$ cat src/rtl/nios_system_pio_out_if.sv
// Avalon-MM slave bus bundle for the output PIO.
// The master drives address/strobes/data; the slave returns readdata.
interface nios_system_pio_out_if;
  logic [2:0]  address;
  logic        chipselect;
  logic        write_n;
  logic [31:0] writedata;
  logic [31:0] readdata;

  modport master (
    output address,
    output chipselect,
    output write_n,
    output writedata,
    input  readdata
  );

  modport slave (
    input  address,
    input  chipselect,
    input  write_n,
    input  writedata,
    output readdata
  );
endinterface

$ cat src/rtl/nios_system_pio_out.sv
// Avalon-MM output PIO: data register with set/clear aliases, plus an
// optional one-shot pulse engine with irq, built when PIO_OUT_PULSE_EN is defined.
module nios_system_pio_out #(
  parameter int              WIDTH       = 8,
  parameter logic [WIDTH-1:0] RESET_VALUE = '0,
  parameter int              PULSE_CNT_W = 16
) (
  input  logic                 clk,
  input  logic                 reset_n,
  nios_system_pio_out_if.slave bus,
  output logic [WIDTH-1:0]     out_port,
  output logic                 irq
);

  localparam logic [2:0] A_DATA = 3'd0;
  localparam logic [2:0] A_LEN  = 3'd1;
  localparam logic [2:0] A_GO   = 3'd2;
  localparam logic [2:0] A_STAT = 3'd3;
  localparam logic [2:0] A_SET  = 3'd4;
  localparam logic [2:0] A_CLR  = 3'd5;

  logic             wr;
  logic [WIDTH-1:0] wd;
  logic [WIDTH-1:0] data_reg;
  logic [31:0]      rd_nxt;
  logic             unused;

  assign wr     = bus.chipselect & ~bus.write_n;
  assign wd     = bus.writedata[WIDTH-1:0];
  assign unused = ^bus.writedata;

  always_ff @(posedge clk or negedge reset_n) begin
    if (!reset_n) begin
      data_reg <= RESET_VALUE;
    end else begin
      unique case (1'b1)
        wr && bus.address == A_DATA: data_reg <= wd;
        wr && bus.address == A_SET:  data_reg <= data_reg | wd;
        wr && bus.address == A_CLR:  data_reg <= data_reg & ~wd;
        default: ;
      endcase
    end
  end

`ifdef PIO_OUT_PULSE_EN
  typedef enum logic {IDLE = 1'b0, ACTIVE = 1'b1} state_t;

  localparam logic [PULSE_CNT_W-1:0] CNT_ONE = 1;

  state_t                 state, state_nxt;
  logic [PULSE_CNT_W-1:0] pulse_len;
  logic [PULSE_CNT_W-1:0] cnt;
  logic [WIDTH-1:0]       pulse_mask;
  logic                   done, overrun, irq_en, irq_q;
  logic                   go_wr, stat_wr;
  logic                   start, finish, busy;

  assign go_wr   = wr && bus.address == A_GO;
  assign stat_wr = wr && bus.address == A_STAT;

  always_ff @(posedge clk or negedge reset_n) begin
    if (!reset_n) state <= IDLE;
    else          state <= state_nxt;
  end

  always_comb begin
    state_nxt = state;
    unique case (state)
      IDLE:   if (go_wr && |wd) state_nxt = ACTIVE;
      ACTIVE: if (cnt == '0)    state_nxt = IDLE;
      default: state_nxt = IDLE;
    endcase
  end

  always_comb begin
    start  = 1'b0;
    finish = 1'b0;
    busy   = 1'b0;
    unique case (state)
      IDLE:   start = go_wr && |wd;
      ACTIVE: begin
        busy   = 1'b1;
        finish = (cnt == '0);
      end
      default: ;
    endcase
  end

  // A zero length is treated as a one-clock pulse.
  always_ff @(posedge clk or negedge reset_n) begin
    if (!reset_n) begin
      pulse_len  <= '0;
      cnt        <= '0;
      pulse_mask <= '0;
    end else begin
      if (wr && bus.address == A_LEN)
        pulse_len <= bus.writedata[PULSE_CNT_W-1:0];
      if (start) begin
        pulse_mask <= wd;
        cnt        <= (pulse_len == '0) ? '0 : pulse_len - CNT_ONE;
      end else if (finish) begin
        pulse_mask <= '0;
      end else if (busy) begin
        cnt <= cnt - CNT_ONE;
      end
    end
  end

  // Hardware set beats a same-cycle software clear.
  always_ff @(posedge clk or negedge reset_n) begin
    if (!reset_n) begin
      done    <= 1'b0;
      overrun <= 1'b0;
      irq_en  <= 1'b0;
      irq_q   <= 1'b0;
    end else begin
      if (finish)
        done <= 1'b1;
      else if (stat_wr && bus.writedata[1])
        done <= 1'b0;
      if (go_wr && busy)
        overrun <= 1'b1;
      else if (stat_wr && bus.writedata[2])
        overrun <= 1'b0;
      if (stat_wr)
        irq_en <= bus.writedata[8];
      irq_q <= done & irq_en;
    end
  end

  assign out_port = data_reg | pulse_mask;
  assign irq      = irq_q;

  always_comb begin
    rd_nxt = '0;
    unique case (bus.address)
      A_DATA: rd_nxt[WIDTH-1:0]       = data_reg;
      A_LEN:  rd_nxt[PULSE_CNT_W-1:0] = pulse_len;
      A_GO:   rd_nxt[WIDTH-1:0]       = pulse_mask;
      A_STAT: begin
        rd_nxt[0] = busy;
        rd_nxt[1] = done;
        rd_nxt[2] = overrun;
        rd_nxt[8] = irq_en;
      end
      default: ;
    endcase
  end
`else
  assign out_port = data_reg;
  assign irq      = 1'b0;

  always_comb begin
    rd_nxt = '0;
    if (bus.address == A_DATA)
      rd_nxt[WIDTH-1:0] = data_reg;
  end
`endif

  always_ff @(posedge clk or negedge reset_n) begin
    if (!reset_n) bus.readdata <= '0;
    else          bus.readdata <= rd_nxt;
  end

endmodule

$ cat src/flat_wrapper.sv
// flat-port wrapper written by rule: the top's interface ports become plain ports
module nios_system_pio_out_flat 
#(
  parameter int              WIDTH       = 8,
  parameter logic [WIDTH-1:0] RESET_VALUE = '0,
  parameter int              PULSE_CNT_W = 16
)
  (clk, reset_n, out_port, irq, bus_address, bus_chipselect, bus_write_n, bus_writedata, bus_readdata);
  nios_system_pio_out_if bus_i ();
  input  logic clk;
  input  logic reset_n;
  output logic [WIDTH-1:0] out_port;
  output logic irq;
  input wire logic [$bits(bus_i.address)-1:0] bus_address;
  input wire logic [$bits(bus_i.chipselect)-1:0] bus_chipselect;
  input wire logic [$bits(bus_i.write_n)-1:0] bus_write_n;
  input wire logic [$bits(bus_i.writedata)-1:0] bus_writedata;
  output wire logic [$bits(bus_i.readdata)-1:0] bus_readdata;
  assign bus_i.address = bus_address;
  assign bus_i.chipselect = bus_chipselect;
  assign bus_i.write_n = bus_write_n;
  assign bus_i.writedata = bus_writedata;
  assign bus_readdata = bus_i.readdata;
  nios_system_pio_out #(.WIDTH(WIDTH), .RESET_VALUE(RESET_VALUE), .PULSE_CNT_W(PULSE_CNT_W)) u_core (.clk(clk), .reset_n(reset_n), .bus(bus_i), .out_port(out_port), .irq(irq));
endmodule
$ cat config.mk
export PLATFORM = sky130hd
export DESIGN_NAME = nios_system_pio_out_flat
export DESIGN_NICKNAME = d
export VERILOG_FILES = /design/src/rtl/nios_system_pio_out_if.sv /design/src/rtl/nios_system_pio_out.sv /design/src/flat_wrapper.sv
export SDC_FILE = /design/constraint.sdc
export NUM_CORES = 1
export LEC_CHECK = 0
export BUFFER_PORTS_ARGS = -buffer_cell sky130_fd_sc_hd__buf_2
export CORE_AREA = 2 2 67 44
export DETAILED_ROUTE_END_ITERATION = 8
export DIE_AREA = 0 0 69 46
export GPL_TIMING_DRIVEN = 0
export PLACE_DENSITY_LB_ADDON = 0.08
export RECOVER_POWER = 50
export SYNTH_ARGS = -nofsm -noshare
export SYNTH_HDL_FRONTEND = slang
export SYNTH_SLANG_ARGS = --single-unit
$ cat constraint.sdc
create_clock -name clk -period 1.3 [get_ports clk]
set_clock_uncertainty 0.1 [all_clocks]
set_input_delay 0 -clock clk [delete_from_list [all_inputs] [get_ports clk]]
set_output_delay 0 -clock clk [all_outputs]
set_load 0.005 [all_outputs]
# Word level (Yosys, flattened, before mapping)
# Cells that the tools add are included.
[totals] regBits=16 input_bits=39 elab_cells=16
[classes] n_eq_ne=2 mux=2 n_bitwise=5 n_reduce_logical=5
[op_table] op="$pmux 8 s3" count=1
[op_table] op="$and 8x8->8" count=1
[op_table] op="$mux 8" count=1
[op_table] op="$not 8->8" count=1
[op_table] op="$or 8x8->8" count=1
[op_table] op="$eq 3x3->1 const B" count=2
[op_table] op="$logic_and 1x1->1" count=3
[op_table] op="$logic_not 3->1" count=1
[op_table] op="$reduce_bool 3->1" count=1
[op_table] op="$and 1x1->1" count=1
[op_table] op="$not 1->1" count=1

# Logic depth before layout (Yosys ltp)
# Gate-level depths: netlist of run 1.
[depth] word_depth=4 ltp_mapped=4 depth_no_buf=3

# Worst setup path after synthesis of run 1
# No wires, ideal clock.
[synth_timing] path_kind="register to register" from="register u_core.data_reg[2], in the netlist u_core.out_port[2]" to="register u_core.data_reg[2], in the netlist u_core.out_port[2]" setup_time_ps=126 arrival_ps=786 t_required_ps=1074 path_slack_ps=288 path_stages_with_launch=3 n_path_buf=0 period_less_slack_ps=1012 cell_sequence="dfrtp_1 and3_1 a221o_1"
[synth_between] elab_chain_len=2 word_cells_on_any_way=3 classes_between="mux: 1; bitwise: 2"
[synth_rtl] element="start: declaration" line_no="nios_system_pio_out.sv:24" text="logic [WIDTH-1:0] data_reg;"
[synth_rtl] element="start signal: assignment" line_no="nios_system_pio_out.sv:37" text="wr && bus.address == A_DATA: data_reg <= wd;"
[synth_rtl] element="start signal: assignment" line_no="nios_system_pio_out.sv:38" text="wr && bus.address == A_SET: data_reg <= data_reg | wd;"
[synth_rtl] element="start signal: assignment" line_no="nios_system_pio_out.sv:39" text="wr && bus.address == A_CLR: data_reg <= data_reg & ~wd;"
[synth_rtl] element="$and 8x8->8 / $or 8x8->8 (equally long branches)" line_no="nios_system_pio_out.sv:39, nios_system_pio_out.sv:38"
[synth_rtl] element="$pmux 8 s3 (*)" line_no="nios_system_pio_out.sv:36" text="unique case (1'b1)"
# Every way passes the cells marked *; elsewhere a longest branch is shown, timed or not.
# A chain may end at the register's enable or synchronous reset.

# Worst setup path after layout of run 1
[layout_timing] from="input bus_writedata[1]" to="register u_core.data_reg[1], in the netlist u_core.out_port[1]"
[layout_between] elab_chain_len=3 word_cells_on_any_way=4 classes_between="mux: 1; bitwise: 3"
[layout_rtl] element="start: declaration" line_no="flat_wrapper.sv:17" text="input wire logic [$bits(bus_i.writedata)-1:0] bus_writedata;"
[layout_rtl] element="$not 8->8" line_no="nios_system_pio_out.sv:39"
[layout_rtl] element="$and 8x8->8" line_no="nios_system_pio_out.sv:39"
[layout_rtl] element="$pmux 8 s3 (*)" line_no="nios_system_pio_out.sv:36"
# Marked as above.

==> flow_summary.yaml, run 1 <==
yosys:
  yosysTopAreaCellShare_pct: 45.98
  syn-instance-count: 81
  yosysMostFrequentCell: "buf_4"
  ys_seq_area_share_pct: 45.98
  yosys-top-cells-count: "buf_4, dfrtp_1"
  yosysWarnings: 0
  synth_edf_count: 0
  async_flop_share_pct: 100.0
  synth.area.top_cells: "dfrtp_1, buf_4, a221o_1"
  synth.avg_cell_area_um2: 10.75
  synth_largest_area_cell: "dfrtp_1"
  mappedNetlistArea_um2: 870.8
  synth_seq_cells: 16
  synth_ff_type: "dfrtp_1"
  ys_types: 13
sta:
  final-max-slew-violation-count: 0
  final_hold_viol_count: 0
  finalCritPeriodShare_pct: 83.27
  relSlewSlack_pct: 50.37
  rsz0062_at_grt: "no"
  tns_ns: 0
  tightest_slew_ns: 0.7388
  setup_viol: 0
  fin_ws_ns: 0.2174
  timing.hold.ws_ns: 0.1018
  fmax_mhz: 923.7
  min_period_ns: 1.083
final_layout:
  nets: 187
  drive_above_1_share_pct: 40.14
  diodes: 0
  final_cells: 181
  area.growth.synth_to_final_pct: 47.41
  n_fill_cell: 251
cts:
  cts_resized: 0
  cts_sinks: 16
  cts_root_buffer: "clkbuf_8"
  clk_path_buf_depth: 2
  cts_tree: "done"
  cts_buffers: 3
  cts.htree.levels: 1
  clkTransAtPathRegs_ns: 0.06
  clk_latency_ns: 0.24
  cts_setup_buffers: 0
  cts_hold_buffers: 9
placement:
  gp_congestion: 0.7701
  pre_cts_slack_ns: 0.2110
  dp_hpwl_mm: 1.296
  place.port_buffers: 29
  place_inst: 168
global_route:
  antenna_found_initial: 0
  track_usage_pct: 11.00
  grt_pass1_vias: 578
  grt-ovfl-total: 0
  grt_start_max_net_pins: 17
  grt_pass1_wl_mm: 2.635
flow_run:
  drv_cap: 0
run_status:
  outcome: "finished, final reports clean"
worst_setup_path:
  cpMaxStageDelayCell: "dlygate4sd3_1"
  crit_fanout: 2
  cp.arrival_ns: 1.11
  critical_path.max_stage_delay_ns: 0.53
  worstPathCellList: "dlygate4sd3_1 > buf_2 > nand2_1 > and3_1 > a221o_1"
  end_kind: "flip-flop"
  worstSetupStartpointType: "primary input"
  path_delay_family: "buffers and inverters"
  path_class: "primary input to flip-flop"
  worst-path-buf-inv: 2
  required_ns: 1.33
pwr:
  leakage_nw: 0.6937
  ir_drop_uv: 403.1
  p_per_area_nw_per_um2: 972.7
  totalPowerFinal_mw: 1.249
detailed_routing:
  viasPerCell: 3.845
  vias: 696
  antenna_left: 0
  wirelength_mm: 1.745
  drc: 0
  drtIter0Drc: 30
  routedWlPerCell_um: 9.641
  first_pass_iters: 4
floorplanning:
  coreArea_um2: 2628
  dieWidth_um: 69
  ioPinCount: 80
  std_cell_rows: 15
  die-area_um2: 3174
  die-height_um: 46
  start_util_pct: 33.14
worst_hold_path:
  min_path_type: "primary input to asynchronous set/reset pin"
-- report_power, final --
group | leakage, nW | total, mW | internal [mW] | switching (mW)
logic | 0.479 | 0.257 | 0.153 | 0.105
clock network | 0.0288 | 0.425 | 0.268 | 0.157
registers | 0.186 | 0.566 | 0.538 | 0.0281
total | 0.694 | 1.25 | 0.959 | 0.290
-- through the flow --
| stage | instance area (um^2) | util, % |
|---|---|---|
| after floorplan | 960.9 | - |
| after global placement | 1149 | 43.71 |
| after detailed placement | 1149 | 43.71 |
| final | 1284 | 48.86 |
| after global routing | 1284 | 48.86 |
| after CTS | 1294 | 49.24 |
-- final cells by class --
cell class / count / area [um^2] / share of cell area [%]
inverter: 1 / 3.754 / 0.2924
timing repair buffer: 38 / 230.2 / 17.93
multi-input combinational: 61 / 354.1 / 27.58
tap: 34 / 42.54 / 3.314
buffer: 27 / 197.7 / 15.40
clock buffer: 4 / 55.05 / 4.289
sequential: 16 / 400.4 / 31.19
-- cells in the final DEF, fill, tap and decap left out --
cell type,instances
nand2_1,8
nor4b_4,1
and3_1,8
a221o_1,8
clkbuf_8,4
nor3_1,1
clkbuf_1,4
dlygate4sd3_1,9
buf_2,27
conb_1,25
nor3b_2,1
dfrtp_1,16
buf_4,25
and2_1,8
o21ai_2,1
inv_1,1
-- routing by layer --
metal | track usage, % | vias to the layer above | share of wire [%]
li1 | - | 359 | -
met1 | 14.52 | 290 | 44
met3 | 5.310 | 2 | 13
met2 | 16.54 | 45 | 42
met5 | 0 | - | 0
met4 | 2.353 | 0 | 1.2
-- logic make-up (layout without fill, tap and decap cells) --
kind of cell / after synthesis / after routing / share of synthesized area, %
simple gates: 27 / 27 / 20.26
flops: 16 / 16 / 45.98
buf+inv: 28 / 70 / 23.13
compound gates: 9 / 9 / 10.20
other cells: 1 / 25 / 0.4306
-- sequential cells by signal, summed over array words and instances, names as in the netlist --
register	count
u_core.out_port	8
u_core.bus.readdata	8
-- path summary, 6_finish.rpt --
| kind | endpoint | start | slack (ns) | depth (start not counted) |
|---|---|---|---|---|
| hold / removal | u_core.bus.readdata[0] | reset_n | 0.10 | 2 |
| max in group asynchronous | u_core.bus.readdata[5] | reset_n | 0.73 | 2 |
| setup / recovery | u_core.out_port[1] | bus_writedata[1] | 0.22 | 5 |
| hold reg to reg | u_core.bus.readdata[4] | u_core.out_port[4] | 0.42 | 1 |
| setup reg to reg | u_core.out_port[1] | u_core.out_port[1] | 0.26 | 2 |
| min in group clk | u_core.bus.readdata[4] | bus_address[1] | 0.15 | 3 |
(Power assumes the default switching activity.)
==> inputs of run 2 (changes only) <==
- ABC_AREA: unset -> 1
- CORE_AREA: 2 2 67 44 -> 2 2 72 46
- DIE_AREA: 0 0 69 46 -> 0 0 74 48
- clock period: 1.3 -> 0.9 ns (I/O delays scaled with it)
==> run 2 against run 1 <==
  * Clock power increased by 51%
  * Final cell count increased by 24%
  * Sequential power increased by 57%
  * Clock-buffer cell count unchanged
  * First-iteration DRC count increased by 40%
  * Non-clock buffer count increased by 5
  * Critical path depth unchanged
  * Sequential share of layout area decreased by 3.4 points
  * Area after synthesis increased by 5.3%
  * Combinational power increased by 130%
  * Power increased by 71%
  * Critical endpoint is now u_core.out_port[3]
  * Largest cell class unchanged
==> flow_summary.yaml, run 2 <==
floorplanning:
  coreArea_um2: 2834
  ioPinCount: 80
  start_util_pct: 32.36
  std_cell_rows: 15
  dieWidth_um: 74
  die-area_um2: 3552
  die-height_um: 48
worst_setup_path:
  cp.arrival_ns: 0.92
  crit_fanout: 2
  ff2ff_setup_slack_ns: 0.05
  reg2reg_depth: 3
  worst-path-buf-inv: 3
  critical_path.max_stage_delay_ns: 0.52
  r2r_start: "u_core.out_port[4]"
  cpMaxStageDelayCell: "dlygate4sd3_1"
  required_ns: 0.94
  cp-startpoint: "bus_writedata[3]"
  path_delay_family: "buffers and inverters"
  worstSetupStartpointType: "primary input"
  end_kind: "flip-flop"
  timing.rr.end: "u_core.out_port[4]"
  path_class: "primary input to flip-flop"
  worstPathCellList: "dlygate4sd3_1 > buf_2 > inv_1 > nor3_2 > a21oi_1"
cts:
  cts_root_buffer: "clkbuf_8"
  cts_tree: "done"
  cts_sinks: 16
  clk_path_buf_depth: 2
  clkTransAtPathRegs_ns: 0.06
  cts_buffers: 3
  clk_latency_ns: 0.25
  cts.htree.levels: 1
detailed_routing:
  first_pass_iters: 3
  drtIter0Drc: 42
  antenna_left: 0
  drc: 0
  viasPerCell: 3.821
  wirelength_mm: 2.195
  vias: 856
  routedWlPerCell_um: 9.799
pwr:
  leakage_nw: 0.8568
  p_per_area_nw_per_um2: 1481
  ir_drop_uv: 1042
  totalPowerFinal_mw: 2.130
yosys:
  synth_largest_area_cell: "dfrtp_1"
  yosysMostFrequentCell: "buf_4"
  yosys-top-cells-count: "buf_4, inv_1, dfrtp_1"
  syn-instance-count: 109
  mappedNetlistArea_um2: 917.1
  synth_edf_count: 0
  yosysWarnings: 0
  synth_ff_type: "dfrtp_1"
  synth.area.top_cells: "dfrtp_1, buf_4, inv_1"
  ys_seq_area_share_pct: 43.66
  synth.avg_cell_area_um2: 8.414
  synth_seq_cells: 16
  yosysTopAreaCellShare_pct: 43.66
  async_flop_share_pct: 100.0
  ys_types: 14
placement:
  place.port_buffers: 30
  gp_congestion: 0.6993
  dp_hpwl_mm: 1.551
worst_hold_path:
  min_to: "u_core.out_port[1]"
  min_from: "bus_address[1]"
  min_path_type: "primary input to flip-flop"
  holdPathStages: 4
sta:
  finalCritPeriodShare_pct: 98.75
  min_period_ns: 0.8887
  rsz0062_at_grt: "yes"
  final_hold_viol_count: 0
  fmax_mhz: 1125
  setup_viol: 0
  final-max-slew-violation-count: 0
  timing.hold.ws_ns: 0.02682
final_layout:
  mostFrequentLayoutCells: "buf_4, buf_2, conb_1"
  n_fill_cell: 289
  drive_above_1_share_pct: 42.86
  finish.utilization_pct: 50.77
  mostFrequentLayoutCell: "buf_4"
  nets: 222
  diodes: 0
  area.growth.synth_to_final_pct: 56.89
global_route:
  grt_pass1_wl_mm: 3.187
  grt_start_max_net_pins: 17
  grt_pass1_vias: 733
  antenna_found_initial: 0
  track_usage_pct: 12.32
  grt-ovfl-total: 0
flow_run:
  drv_cap: 0
run_status:
  outcome: "finished, final reports clean"
run 2: cell count changes after synthesis, moves of 2 or more:
cell / change
a21oi_1: +8
inv_1: +18
buf_2: -2
nor3_1: +8
nor2_1: +9
and3_1: -8
nand2_1: +2
and2_1: -8
nand4_1: +8
a221o_1: -8
run 2: what timing repair did:
| item | in CTS | in global routing |
|---|---|---|
| gates resized for setup | 0 | 12 |
| endpoints found under the setup margin | 0 | 14 |
| hold buffers | 9 | 0 |
| setup buffers | 0 | 6 |
| endpoints found under the hold margin | 24 | 0 |
run 2: how the worst max path moves through the flow:
stage,slack [ns],to,cells past startpoint
2_1_floorplan,0.18,u_core.out_port[0],2
3_3_place_gp,-0.12,u_core.out_port[7],5
3_5_place_dp,-0.18,u_core.out_port[3],5
4_1_cts,0.008,out_port[4],1
5_1_grt,-0.03,u_core.out_port[3],5
6_report,0.01,u_core.out_port[3],5
run 2: worst min-delay path: cells and delay by family:
family / cells / cell delay, ns
AND/OR/NAND/NOR: 1 / 0.10
buffers and inverters: 2 / 0.18
AO/OA/AOI/OAI: 1 / 0.06
run 2: final cells by class:
| class | count | area [um^2] | share of cell area [%] |
|---|---|---|---|
| multi-input cells | 72 | 379.1 | 26.35 |
| plain buffers | 25 | 187.7 | 13.04 |
| clock buffers | 4 | 55.05 | 3.826 |
| inverters | 20 | 75.07 | 5.217 |
| flip-flops and latches | 16 | 400.4 | 27.83 |
| well taps | 42 | 52.55 | 3.652 |
| repair buffers | 45 | 289.0 | 20.09 |
run 2: cell families (layout without fill, tap and decap cells):
group                  Yosys count  after routing  synth area share, %
and+or+nand+nor                 39             39                22.92
other                            1             25               0.4089
AOI/OAI and AO/OA                8              8                4.366
DFF                             16             16                43.66
buffers and inverters           45             94                28.65
run 2: stage by stage:
step                worst slack, ns  instance area, um^2  setup TNS (ns)  cells
floorplan                    0.1832                 1007               0    133
global placement            -0.1189                 1210          -1.213    205
detailed placement          -0.1779                 1210          -1.972    205
CTS                        0.008449                 1355               0    218
global route               -0.02912                 1439        -0.07004    224
finish                      0.01128                 1439               0    224
run 2: layer usage:
layer  up-vias  wire length (um)  GRT usage [%]
li1        439                 -              -
met1       385               995          14.63
met2        32              1017          22.86
met3         0               181          5.053
met4         0                 0              0
met5         -                 0              0
run 2: power by group:
part / leakage (nW) / total (mW) / internal (mW) / switching [mW]
registers: 0.205 / 0.889 / 0.821 / 0.0676
clock network: 0.0288 / 0.640 / 0.388 / 0.252
logic: 0.623 / 0.602 / 0.331 / 0.272
total: 0.857 / 2.13 / 1.54 / 0.591
==> inputs of run 3 (changes only) <==
- ABC_AREA: 1 -> unset
- CORE_AREA: 2 2 72 46 -> 2 2 70 45
- DIE_AREA: 0 0 74 48 -> 0 0 72 47
==> run 3 against run 2 <==
  * Via count fell by 18%
  * Largest power group unchanged
  * Power decreased by 12%
  * Combinational power is 27% lower
  * Final cell count fell by 20%
  * Sequential share of layout area grew 3.0 points
  * The run now ends with hold timing, setup timing left
  * Register-to-register slack got worse by 0.20 ns
  * Global-route usage fell by 2.2 points
  * Highest routed layer is now met4
  * Sequential power shrank 8.0%
  * Core utilization fell by 3.7 points
==> flow_summary.yaml, run 3 (synthesized netlist as in run 1, its figures left out) <==
worst_setup_path:
  cpMaxStageDelayCell: "dfrtp_1"
  critical_path.max_stage_delay_ns: 0.41
  cp.arrival_ns: 1.08
  reg2reg_depth: 2
  required_ns: 0.93
  ff2ff_setup_slack_ns: -0.15
  path_delay_family: "flip-flops"
  worst-path-buf-inv: 0
  crit_fanout: 4
  r2r_start: "u_core.out_port[6]"
  path_class: "flip-flop to flip-flop"
  worstPathCellList: "and3_1 > a221o_1"
  worstSetupStartpointType: "flip-flop"
  end_kind: "flip-flop"
  timing.rr.end: "u_core.out_port[6]"
floorplanning:
  dieWidth_um: 72
  die-height_um: 47
  ioPinCount: 80
  die-area_um2: 3384
  coreArea_um2: 2759
  std_cell_rows: 15
  start_util_pct: 31.56
cts:
  cts_sinks: 16
  clkTransAtPathRegs_ns: 0.06
  cts_root_buffer: "clkbuf_8"
  cts.htree.levels: 1
  cts_tree: "done"
  clk_latency_ns: 0.25
  cts_buffers: 3
  cts_hold_buffers: 1
  clk_path_buf_depth: 2
sta:
  setup_viol: 15
  tns_ns: -1.588
  relSlewSlack_pct: 65.92
  rsz0062_at_grt: "yes"
  finalCritPeriodShare_pct: 116.5
  timing.hold.ws_ns: -0.1036
  tightest_slew_ns: 0.5084
  final-max-slew-violation-count: 0
  final_hold_viol_count: 8
  min_period_ns: 1.049
  fin_ws_ns: -0.1486
  fmax_mhz: 953.7
global_route:
  grt-ovfl-total: 0
  antenna_found_initial: 0
  grt_pass1_vias: 541
  track_usage_pct: 10.14
  grt_start_max_net_pins: 17
  grt_use_met3_pct: 4.936
  grt_use_met1_pct: 12.66
  use_met2_pct: 15.74
  busiest_layer: "met2"
  grt_pass1_wl_mm: 2.435
placement:
  place.port_buffers: 29
  pre_cts_slack_ns: -0.1990
  place_area_um2: 1149
  place_inst: 168
  dp_hpwl_mm: 1.322
  gp_congestion: 0.7120
detailed_routing:
  viasPerCell: 3.911
  first_pass_iters: 4
  drtIter0Drc: 21
  wirelength_mm: 1.731
  antenna_left: 0
  drc: 0
  routedWlPerCell_um: 9.670
  vias: 700
final_layout:
  final_cells: 179
  drive_above_1_share_pct: 48.28
  finish.utilization_pct: 47.07
  diodes: 0
  area.growth.synth_to_final_pct: 49.14
  nets: 185
  multi_input_area_um2: 359.1
  n_fill_cell: 278
  seq_area_um2: 400.4
  mostFrequentLayoutCell: "buf_4"
  design_area_um2: 1299
  mostFrequentLayoutCells: "buf_4, buf_2, conb_1"
worst_hold_path:
  min_from: "bus_writedata[3]"
  holdPathStages: 2
  min_to: "u_core.out_port[3]"
  min_path_type: "primary input to flip-flop"
pwr:
  comb_power_share_pct: 23.3
  p_clk_share_pct: 33.3
  leakage_nw: 0.7232
  ir_drop_uv: 642.6
  p_switching_uw: 445.0
  p_per_area_nw_per_um2: 1449
  totalPowerFinal_mw: 1.882
  p_int_mw: 1.437
  swShare_pct: 23.65
  seqPwrFrac_pct: 43.5
flow_run:
  drv_cap: 0
run_status:
  outcome: "complete, but fails checks"
  violations: "hold timing, setup timing"
[run 3: changes by cell type in the layout (fill, tap and decap cells not counted), moves of 4 or more]
cell and change:
and2_1 +8, a21oi_1 -8, and3_1 +8, nor3_2 -5, buf_6 +8, nand4_1 -8
nor2_1 -9, buf_4 -4, dlygate4sd3_1 -6, a221o_1 +8, inv_2 -4, inv_1 -15
[run 3: area by class of cell]
type,instances,share of cell area [%]
plain buffers,27,15.22
clock buffers,4,4.239
inverters,1,0.2890
multi-input cells,61,27.65
flip-flops and latches,16,30.83
well taps,34,3.276
repair buffers,36,18.50
[run 3: worst max path at each step]
stage                       startpoint  slack (ns)                     end  depth (start not counted)
floorplan           u_core.out_port[2]       -0.11      u_core.out_port[2]                          2
finish              u_core.out_port[6]       -0.15      u_core.out_port[6]                          2
global route        u_core.out_port[6]       -0.17      u_core.out_port[6]                          2
detailed placement      bus_address[0]       -0.20  u_core.bus.readdata[0]                          4
global placement        bus_address[0]       -0.18  u_core.bus.readdata[5]                          4
CTS                 u_core.out_port[5]       -0.14      u_core.out_port[5]                          2
[run 3: repair_timing]
item                                    CTS  global route
resized for setup                         3             5
buffers inserted                          4             2
hold endpoints to repair                 24             8
endpoints found under the setup margin    9            24
[run 3: power by group through the flow]
stage	combinational, mW	clock [mW]	sequential (mW)
CTS	0.398	0.646	0.815
global placement	0.338	0	0.830
floorplan	0.208	0	0.832
global route	0.480	0.677	0.822
detailed placement	0.346	0	0.830
finish	0.438	0.626	0.818
[run 3: per-layer routing]
| layer | vias to the layer above | wire (um) |
|---|---|---|
| met3 | 2 | 195 |
| met2 | 42 | 719 |
| met1 | 301 | 795 |
| met4 | 0 | 20 |
| li1 | 355 | - |
| met5 | - | 0 |
[run 3: worst register-to-register path, cell delays in order, from the launching register on]
cell and delay [ns]:
dfrtp_1 0.41, and3_1 0.17, a221o_1 0.25
